**config.mk**
```make
export PLATFORM = sky130hd
export DESIGN_NAME = core_sequencer
export DESIGN_NICKNAME = d
export VERILOG_FILES = /design/src/rtl/core_pkg.sv /design/src/rtl/seq_wait_timer.sv /design/src/rtl/core_sequencer.sv
export SDC_FILE = /design/constraint.sdc
export NUM_CORES = 1
export LEC_CHECK = 0
export CORE_MARGIN = 8
export CORE_UTILIZATION = 35
export CTS_BUF_LIST = sky130_fd_sc_hd__clkbuf_2
export DETAILED_ROUTE_END_ITERATION = 12
export GPL_ROUTABILITY_DRIVEN = 0
export HOLD_SLACK_MARGIN = 0.08
export PLACE_DENSITY_LB_ADDON = 0.08
export SLEW_MARGIN = 15
export SYNTH_ARGS = -nofsm -noshare
export SYNTH_HDL_FRONTEND = slang
export SYNTH_HIERARCHICAL = 1
export SYNTH_SLANG_ARGS = --single-unit
```
**constraint.sdc**
```tcl
create_clock -name clk -period 3.15 [get_ports clk]
set_input_delay 0.945 -clock clk [delete_from_list [all_inputs] [get_ports clk]]
set_output_delay 0.945 -clock clk [all_outputs]
set_load 0.03 [all_outputs]
```
**src/rtl/core_pkg.sv**
```systemverilog
// Stage codes shared by the sequencer, decoder and datapath.
package core_pkg;

    localparam int STATE_W = 3;

    localparam logic [STATE_W-1:0] ST_FETCH  = 3'd0;
    localparam logic [STATE_W-1:0] ST_DECODE = 3'd1;
    localparam logic [STATE_W-1:0] ST_EXEC   = 3'd2;
    localparam logic [STATE_W-1:0] ST_MEM    = 3'd3;
    localparam logic [STATE_W-1:0] ST_WRITE  = 3'd4;
    localparam logic [STATE_W-1:0] ST_HALT   = 3'd5;

    typedef enum logic [STATE_W-1:0] {
        S_FETCH  = ST_FETCH,
        S_DECODE = ST_DECODE,
        S_EXEC   = ST_EXEC,
        S_MEM    = ST_MEM,
        S_WRITE  = ST_WRITE,
        S_HALT   = ST_HALT
    } stage_e;

    // Counter width able to hold a wait limit; never narrower than one bit.
    function automatic int timer_width(input int unsigned limit);
        return (limit < 2) ? 1 : $clog2(limit + 1);
    endfunction

endpackage

```
**src/rtl/seq_wait_timer.sv**
```systemverilog
// Down-counting wait timer. clr_i loads LIMIT, en_i counts one wait cycle,
// tc_o flags that the current wait cycle is the LIMIT-th one.
module seq_wait_timer
    import core_pkg::*;
#(
    parameter int unsigned LIMIT = 64,
    parameter int          W     = timer_width(LIMIT)
) (
    input  logic clk,
    input  logic rst,
    input  logic clr_i,
    input  logic en_i,
    output logic tc_o
);

    localparam logic [W-1:0] LOAD_W = W'(LIMIT);

    logic [W-1:0] cnt_q;
    logic [W-1:0] cnt_d;

    // Load on clear, otherwise decrement while enabled, saturating at zero.
    always_comb begin
        cnt_d = cnt_q;
        if (clr_i) begin
            cnt_d = LOAD_W;
        end else if (en_i && (cnt_q != '0)) begin
            cnt_d = cnt_q - 1'b1;
        end
    end

    // Counter register.
    always_ff @(posedge clk) begin
        if (rst) begin
            cnt_q <= '0;
        end else begin
            cnt_q <= cnt_d;
        end
    end

    assign tc_o = (cnt_q == W'(1));

endmodule

```
**src/rtl/core_sequencer.sv**
```systemverilog
// Multi-cycle core control FSM.
//   state  | meaning
//   FETCH  | instr_req high until instr_valid
//   DECODE | single cycle
//   EXEC   | FPU / input-port / output-port handshake, else one cycle
//   MEM    | mem_req high until mem_ready, else one cycle
//   WRITE  | pc_en/wb_en, retire; go to HALT if a halt is pending
//   HALT   | idle until reset
module core_sequencer
    import core_pkg::*;
#(
    parameter int          CNT_W       = 32,
    parameter int unsigned FPU_TIMEOUT = 64
) (
    input  logic               clk,
    input  logic               rst,
    output logic [STATE_W-1:0] state,
    output logic               instr_req,
    input  logic               instr_valid,
    input  logic               use_fpu,
    input  logic               data_in,
    input  logic               data_out,
    input  logic               mem_read,
    input  logic               mem_write,
    output logic               fpu_start,
    input  logic               fpu_done,
    input  logic               in_valid,
    output logic               in_pop,
    input  logic               out_ready,
    output logic               out_push,
    output logic               mem_req,
    input  logic               mem_ready,
    output logic               pc_en,
    output logic               wb_en,
    input  logic               halt_req,
    output logic               fpu_err,
    output logic [CNT_W-1:0]   instret
);

    stage_e           state_q, state_d;
    logic             first_q, first_d;
    logic             fpu_q, fpu_d;
    logic             in_q, in_d;
    logic             out_q, out_d;
    logic             halt_q, halt_d;
    logic             err_q, err_d;
    logic [CNT_W-1:0] instret_q, instret_d;

    logic tmr_clr, tmr_en, tmr_tc;
    logic eff_fpu, eff_in, eff_out;
    logic mem_acc;

    seq_wait_timer #(
        .LIMIT (FPU_TIMEOUT)
    ) u_fpu_timer (
        .clk   (clk),
        .rst   (rst),
        .clr_i (tmr_clr),
        .en_i  (tmr_en),
        .tc_o  (tmr_tc)
    );

    // The decoder flags are only valid in the first EXEC cycle; use them
    // live there and the latched copies afterwards.
    assign eff_fpu = first_q ? use_fpu  : fpu_q;
    assign eff_in  = first_q ? data_in  : in_q;
    assign eff_out = first_q ? data_out : out_q;
    assign mem_acc = mem_read | mem_write;

    // Next-state, strobes and flag updates.
    always_comb begin
        state_d   = state_q;
        first_d   = (state_q == S_DECODE);
        fpu_d     = fpu_q;
        in_d      = in_q;
        out_d     = out_q;
        halt_d    = halt_q | halt_req;
        err_d     = err_q;
        instret_d = instret_q;
        tmr_clr   = 1'b0;
        tmr_en    = 1'b0;
        instr_req = 1'b0;
        fpu_start = 1'b0;
        in_pop    = 1'b0;
        out_push  = 1'b0;
        mem_req   = 1'b0;
        pc_en     = 1'b0;
        wb_en     = 1'b0;
        case (state_q)
            S_FETCH: begin
                instr_req = 1'b1;
                if (instr_valid) state_d = S_DECODE;
            end
            S_DECODE: begin
                state_d = S_EXEC;
            end
            S_EXEC: begin
                if (first_q) begin
                    fpu_d = use_fpu;
                    in_d  = data_in;
                    out_d = data_out;
                end
                if (eff_fpu) begin
                    if (first_q) begin
                        fpu_start = 1'b1;
                        tmr_clr   = 1'b1;
                    end else if (fpu_done) begin
                        state_d = S_MEM;
                    end else if ((FPU_TIMEOUT != 0) && tmr_tc) begin
                        err_d   = 1'b1;
                        state_d = S_MEM;
                    end else begin
                        tmr_en = 1'b1;
                    end
                end else if (eff_in) begin
                    in_pop = in_valid;
                    if (in_valid) state_d = S_MEM;
                end else if (eff_out) begin
                    out_push = out_ready;
                    if (out_ready) state_d = S_MEM;
                end else begin
                    state_d = S_MEM;
                end
            end
            S_MEM: begin
                mem_req = mem_acc;
                if (!mem_acc || mem_ready) state_d = S_WRITE;
            end
            S_WRITE: begin
                pc_en     = 1'b1;
                wb_en     = 1'b1;
                instret_d = instret_q + 1'b1;
                state_d   = (halt_req || halt_q) ? S_HALT : S_FETCH;
            end
            S_HALT: begin
                state_d = S_HALT;
            end
            default: begin
                state_d = S_FETCH;
            end
        endcase
    end

    // State and flag registers.
    always_ff @(posedge clk) begin
        if (rst) begin
            state_q   <= S_FETCH;
            first_q   <= 1'b0;
            fpu_q     <= 1'b0;
            in_q      <= 1'b0;
            out_q     <= 1'b0;
            halt_q    <= 1'b0;
            err_q     <= 1'b0;
            instret_q <= '0;
        end else begin
            state_q   <= state_d;
            first_q   <= first_d;
            fpu_q     <= fpu_d;
            in_q      <= in_d;
            out_q     <= out_d;
            halt_q    <= halt_d;
            err_q     <= err_d;
            instret_q <= instret_d;
        end
    end

    assign state   = state_q;
    assign fpu_err = err_q;
    assign instret = instret_q;

endmodule

```
==> run summary <==
- 325 MHz — maximum achievable frequency
- 0.42 ns — clock insertion delay at the later pin of the skew report
- 315 — net count after synthesis
- u_fpu_timer/cnt_q[5] — R2R Path End
- 0 — max-cap check violation count
- 2.20 ns — required time worst endpoint
- 4.59 mm — placed wire-length estimate
- 2363 — via count
- 0 ns — sum of negative setup slack
- 0 — leftover overflow at the end of global routing
- 101 microns — Die H
- 0 — final number of setup-violating endpoints
- 0.982 mW — total power after layout
- 0 — antenna cells
- 4 — maximum fanout count along the critical path
- 0.64 ns — register-to-register setup slack
- 27.1% — fraction of power spent switching nets
- 0.504 ns — final-layout worst hold slack
- 5 — R2R depth
- sky130_fd_sc_hd__clkbuf_2 — Root Buffer
- 38.3% — sequential fraction of the synthesis area
- 0 — DRC violations left
- sky130_fd_sc_hd__clkdlybuf4s50_1 (50), sky130_fd_sc_hd__dfxtp_1 (48), sky130_fd_sc_hd__nor2_1 (28), sky130_fd_sc_hd__nand2_1 (24), sky130_fd_sc_hd__a21oi_1 (24) — commonest non-fill, non-tap cells in the layout
- 1.03 nW — leakage
- 0% — share of synthesized registers carrying an async set or reset
- 0.100 ns — dpl ws
- 2.13 ns — data arrival time of the critical path
- 55 — number of port buffers
- 10.5 mm — wire length of the first global-routing pass
- 1450 sq um — combined area of the multi-input logic cells
- 65 — number of DRC markers in iteration 0
- 2 — H-tree levels
- 0 — Hold Vio Cnt, Final
- 6.44 mm — post-detailed-routing wire length
- 2168 — via count of the first global-routing pass
- 5 — detailed-router iteration count before antenna repair
- output port — sort of element at the end of the critical path
- 9.48% — share of layout cells above drive strength 1
- 64.3% — fraction of power consumed by sequential logic
- 0.0721 ns — min setup slack post-route
- 8.41 sq um — Mean Syn Cell Area
- 0.0259 ns — skew final
- 48 — sinks on the clock net
- 5.29 — via count normalized by instance count
- no — RSZ-0062 raised after global routing
- 0 — number of flops mapped to enable cells by yosys
- in -> out — WS Path Type
- 6 — warning count from the yosys run
- 2510 sq um — post-synth design cell area
- input port — startpoint class of the critical path
- 12.5% — GRT Resource Usage Total
- 97.7% — crit share post-route
- 14.4 microns — Avg WL per Cell
- 101 microns — Die Wd
- 45 — count of cell types in the netlist
- 35.3% — initial core utilization
- 0.23 ns — clock-pin slew reported for the worst setup and hold paths after clock tree synthesis
- 0 — antenna violations before repair
- sky130_fd_sc_hd__dfxtp_1 (38%), sky130_fd_sc_hd__a21oi_1 (4.8%), sky130_fd_sc_hd__nor2_1 (4.2%) — Area contributors post-synth
- completed — run status
- sky130_fd_sc_hd__dfxtp_1 — post-synthesis cell type with the largest combined area
- 0 — post-CTS setup buffer count
- sky130_fd_sc_hd__dfxtp_1 — top_reg_cell synth
- 48 — synthesized flop and latch total
- 10100 sq um — die area
- 3130 sq um — Post-DP Area
- reg -> reg — Hold/Removal Path Class
- sky130_fd_sc_hd__clkdlybuf4s50_1 — most common cell after layout, fill and taps aside
- 24.1% — clock power share
- 734 — layout filler cell count
- 0.634 ns — Worst-Margin Slew
- 447 — non-filler cells in the finished layout
- 7100 sq um — CORE AREA
- 0 — hold buffers post-CTS
- 961 sq um — area of all sequential standard cells
- 298 — number of standard cells after synthesis
- state[0] — startpoint of the worst register-to-register path
- 26.2% — layout-stage area growth over the synthesis result
- 0 — final-report max-slew violation count
- 56 — number of primary I/O pins
- 3.08 ns — time the final worst path needs with I/O delays and setup
- 5 — number of buffers inserted during clock tree synthesis
- 2 — worst-case clock buffer depth
- out_push — end point of the critical path
- 31 — placement row count
- 0 — count of antenna-violating nets left after detailed routing
- 0.266 mW — power dissipated by switching net loads
- 0 — number of gates resized after cts
- 0.716 mW — design internal power
- 57.7% — relative max-transition margin
- use_fpu — beginning of the critical path
- 44.5% — Post-Route Utilization
- 3160 sq um — area of all placed cells without fillers
- 35 — maximum number of pins on one net before global-route repair
- 0.000172 V — worst-case vdd ir drop
- 310 nW/um^2 — Cell Pwr Density
- yes — clock tree from TritonCTS
- 440 — number of placed cells counting well taps
- 38.3% — top-area cell type share of the netlist area
- 365 — nets
- 11.6% — combinational fraction of design power
==> worst max-delay path, stage by stage <==
cell	delay (ns)
sky130_fd_sc_hd__clkdlybuf4s50_1	0.46
sky130_fd_sc_hd__mux2i_1	0.19
sky130_fd_sc_hd__nand2_1	0.13
sky130_fd_sc_hd__nor3b_1	0.22
sky130_fd_sc_hd__buf_4	0.19
==> worst min path at each step <==
stage,start,end,slack [ns],cells past startpoint
final,halt_q,halt_q,0.50,2
after global routing,halt_q,halt_q,0.53,2
after global placement,halt_q,halt_q,0.45,2
after floorplan,halt_q,halt_q,0.44,2
after detailed placement,halt_q,halt_q,0.46,2
after CTS,halt_q,halt_q,0.51,2
==> synth_stat cells, types with 2 or more instances <==
| master | instances |
|---|---|
| sky130_fd_sc_hd__a211o_2 | 2 |
| sky130_fd_sc_hd__a21oi_1 | 24 |
| sky130_fd_sc_hd__a31oi_1 | 2 |
| sky130_fd_sc_hd__and2_1 | 4 |
| sky130_fd_sc_hd__and3_1 | 6 |
| sky130_fd_sc_hd__and3b_1 | 2 |
| sky130_fd_sc_hd__and4_1 | 3 |
| sky130_fd_sc_hd__buf_1 | 3 |
| sky130_fd_sc_hd__buf_2 | 2 |
| sky130_fd_sc_hd__clkbuf_1 | 11 |
| sky130_fd_sc_hd__dfxtp_1 | 48 |
| sky130_fd_sc_hd__ha_1 | 4 |
| sky130_fd_sc_hd__inv_1 | 5 |
| sky130_fd_sc_hd__mux2_2 | 7 |
| sky130_fd_sc_hd__mux2i_1 | 7 |
| sky130_fd_sc_hd__nand2_1 | 24 |
| sky130_fd_sc_hd__nand2b_1 | 2 |
| sky130_fd_sc_hd__nand3_1 | 12 |
| sky130_fd_sc_hd__nand4_1 | 9 |
| sky130_fd_sc_hd__nor2_1 | 28 |
| sky130_fd_sc_hd__nor2b_1 | 7 |
| sky130_fd_sc_hd__nor3_1 | 7 |
| sky130_fd_sc_hd__nor3b_1 | 6 |
| sky130_fd_sc_hd__nor4_1 | 8 |
| sky130_fd_sc_hd__o21ai_0 | 8 |
| sky130_fd_sc_hd__o31ai_1 | 13 |
| sky130_fd_sc_hd__or3_1 | 7 |
| sky130_fd_sc_hd__or3b_2 | 2 |
| sky130_fd_sc_hd__or4_1 | 13 |
| sky130_fd_sc_hd__xnor2_1 | 2 |
| sky130_fd_sc_hd__xor2_1 | 6 |
==> cell families after synthesis <==
logic type                 after synthesis  share of synthesized area (%)
adders and majority gates                4                           2.00
xor gates and xnor gates                 8                           2.80
muxes                                   14                           5.94
AOI/OAI and AO/OA                       55                           13.9
DFF                                     48                           38.3
buffers and inverters                   23                           3.99
and+or+nand+nor                        146                           33.0
==> power by group through the flow <==
stage / Clock (mW) / Combinational (mW) / Sequential (mW)
global route: 0.278 / 0.125 / 0.634
global placement: 0 / 0.115 / 0.642
floorplan: 0 / 0.0645 / 0.642
CTS: 0.256 / 0.116 / 0.631
finish: 0.236 / 0.114 / 0.631
detailed placement: 0 / 0.115 / 0.643
==> layout make-up <==
type	instances	share of cell area, %
clock buffers	5	0.791
clock inverters	2	0.237
inverters	5	0.594
multi-input cells	227	45.7
flip-flops and latches	48	30.4
well taps	99	3.92
repair buffers	61	18.4
==> per-layer routing <==
metal,global-route usage [%],wire length (microns)
met1,15.5,3070
met2,19.5,2900
met3,4.14,372
met5,0,0
met4,5.00,95
==> sequential cells by signal, summed over array words and instances, names as in the netlist <==
register,flops
instret,32
u_fpu_timer/cnt_q,7
state,3
first_q,1
fpu_err,1
fpu_q,1
halt_q,1
in_q,1
out_q,1
Note: power is estimated with default switching activity, not from simulation.
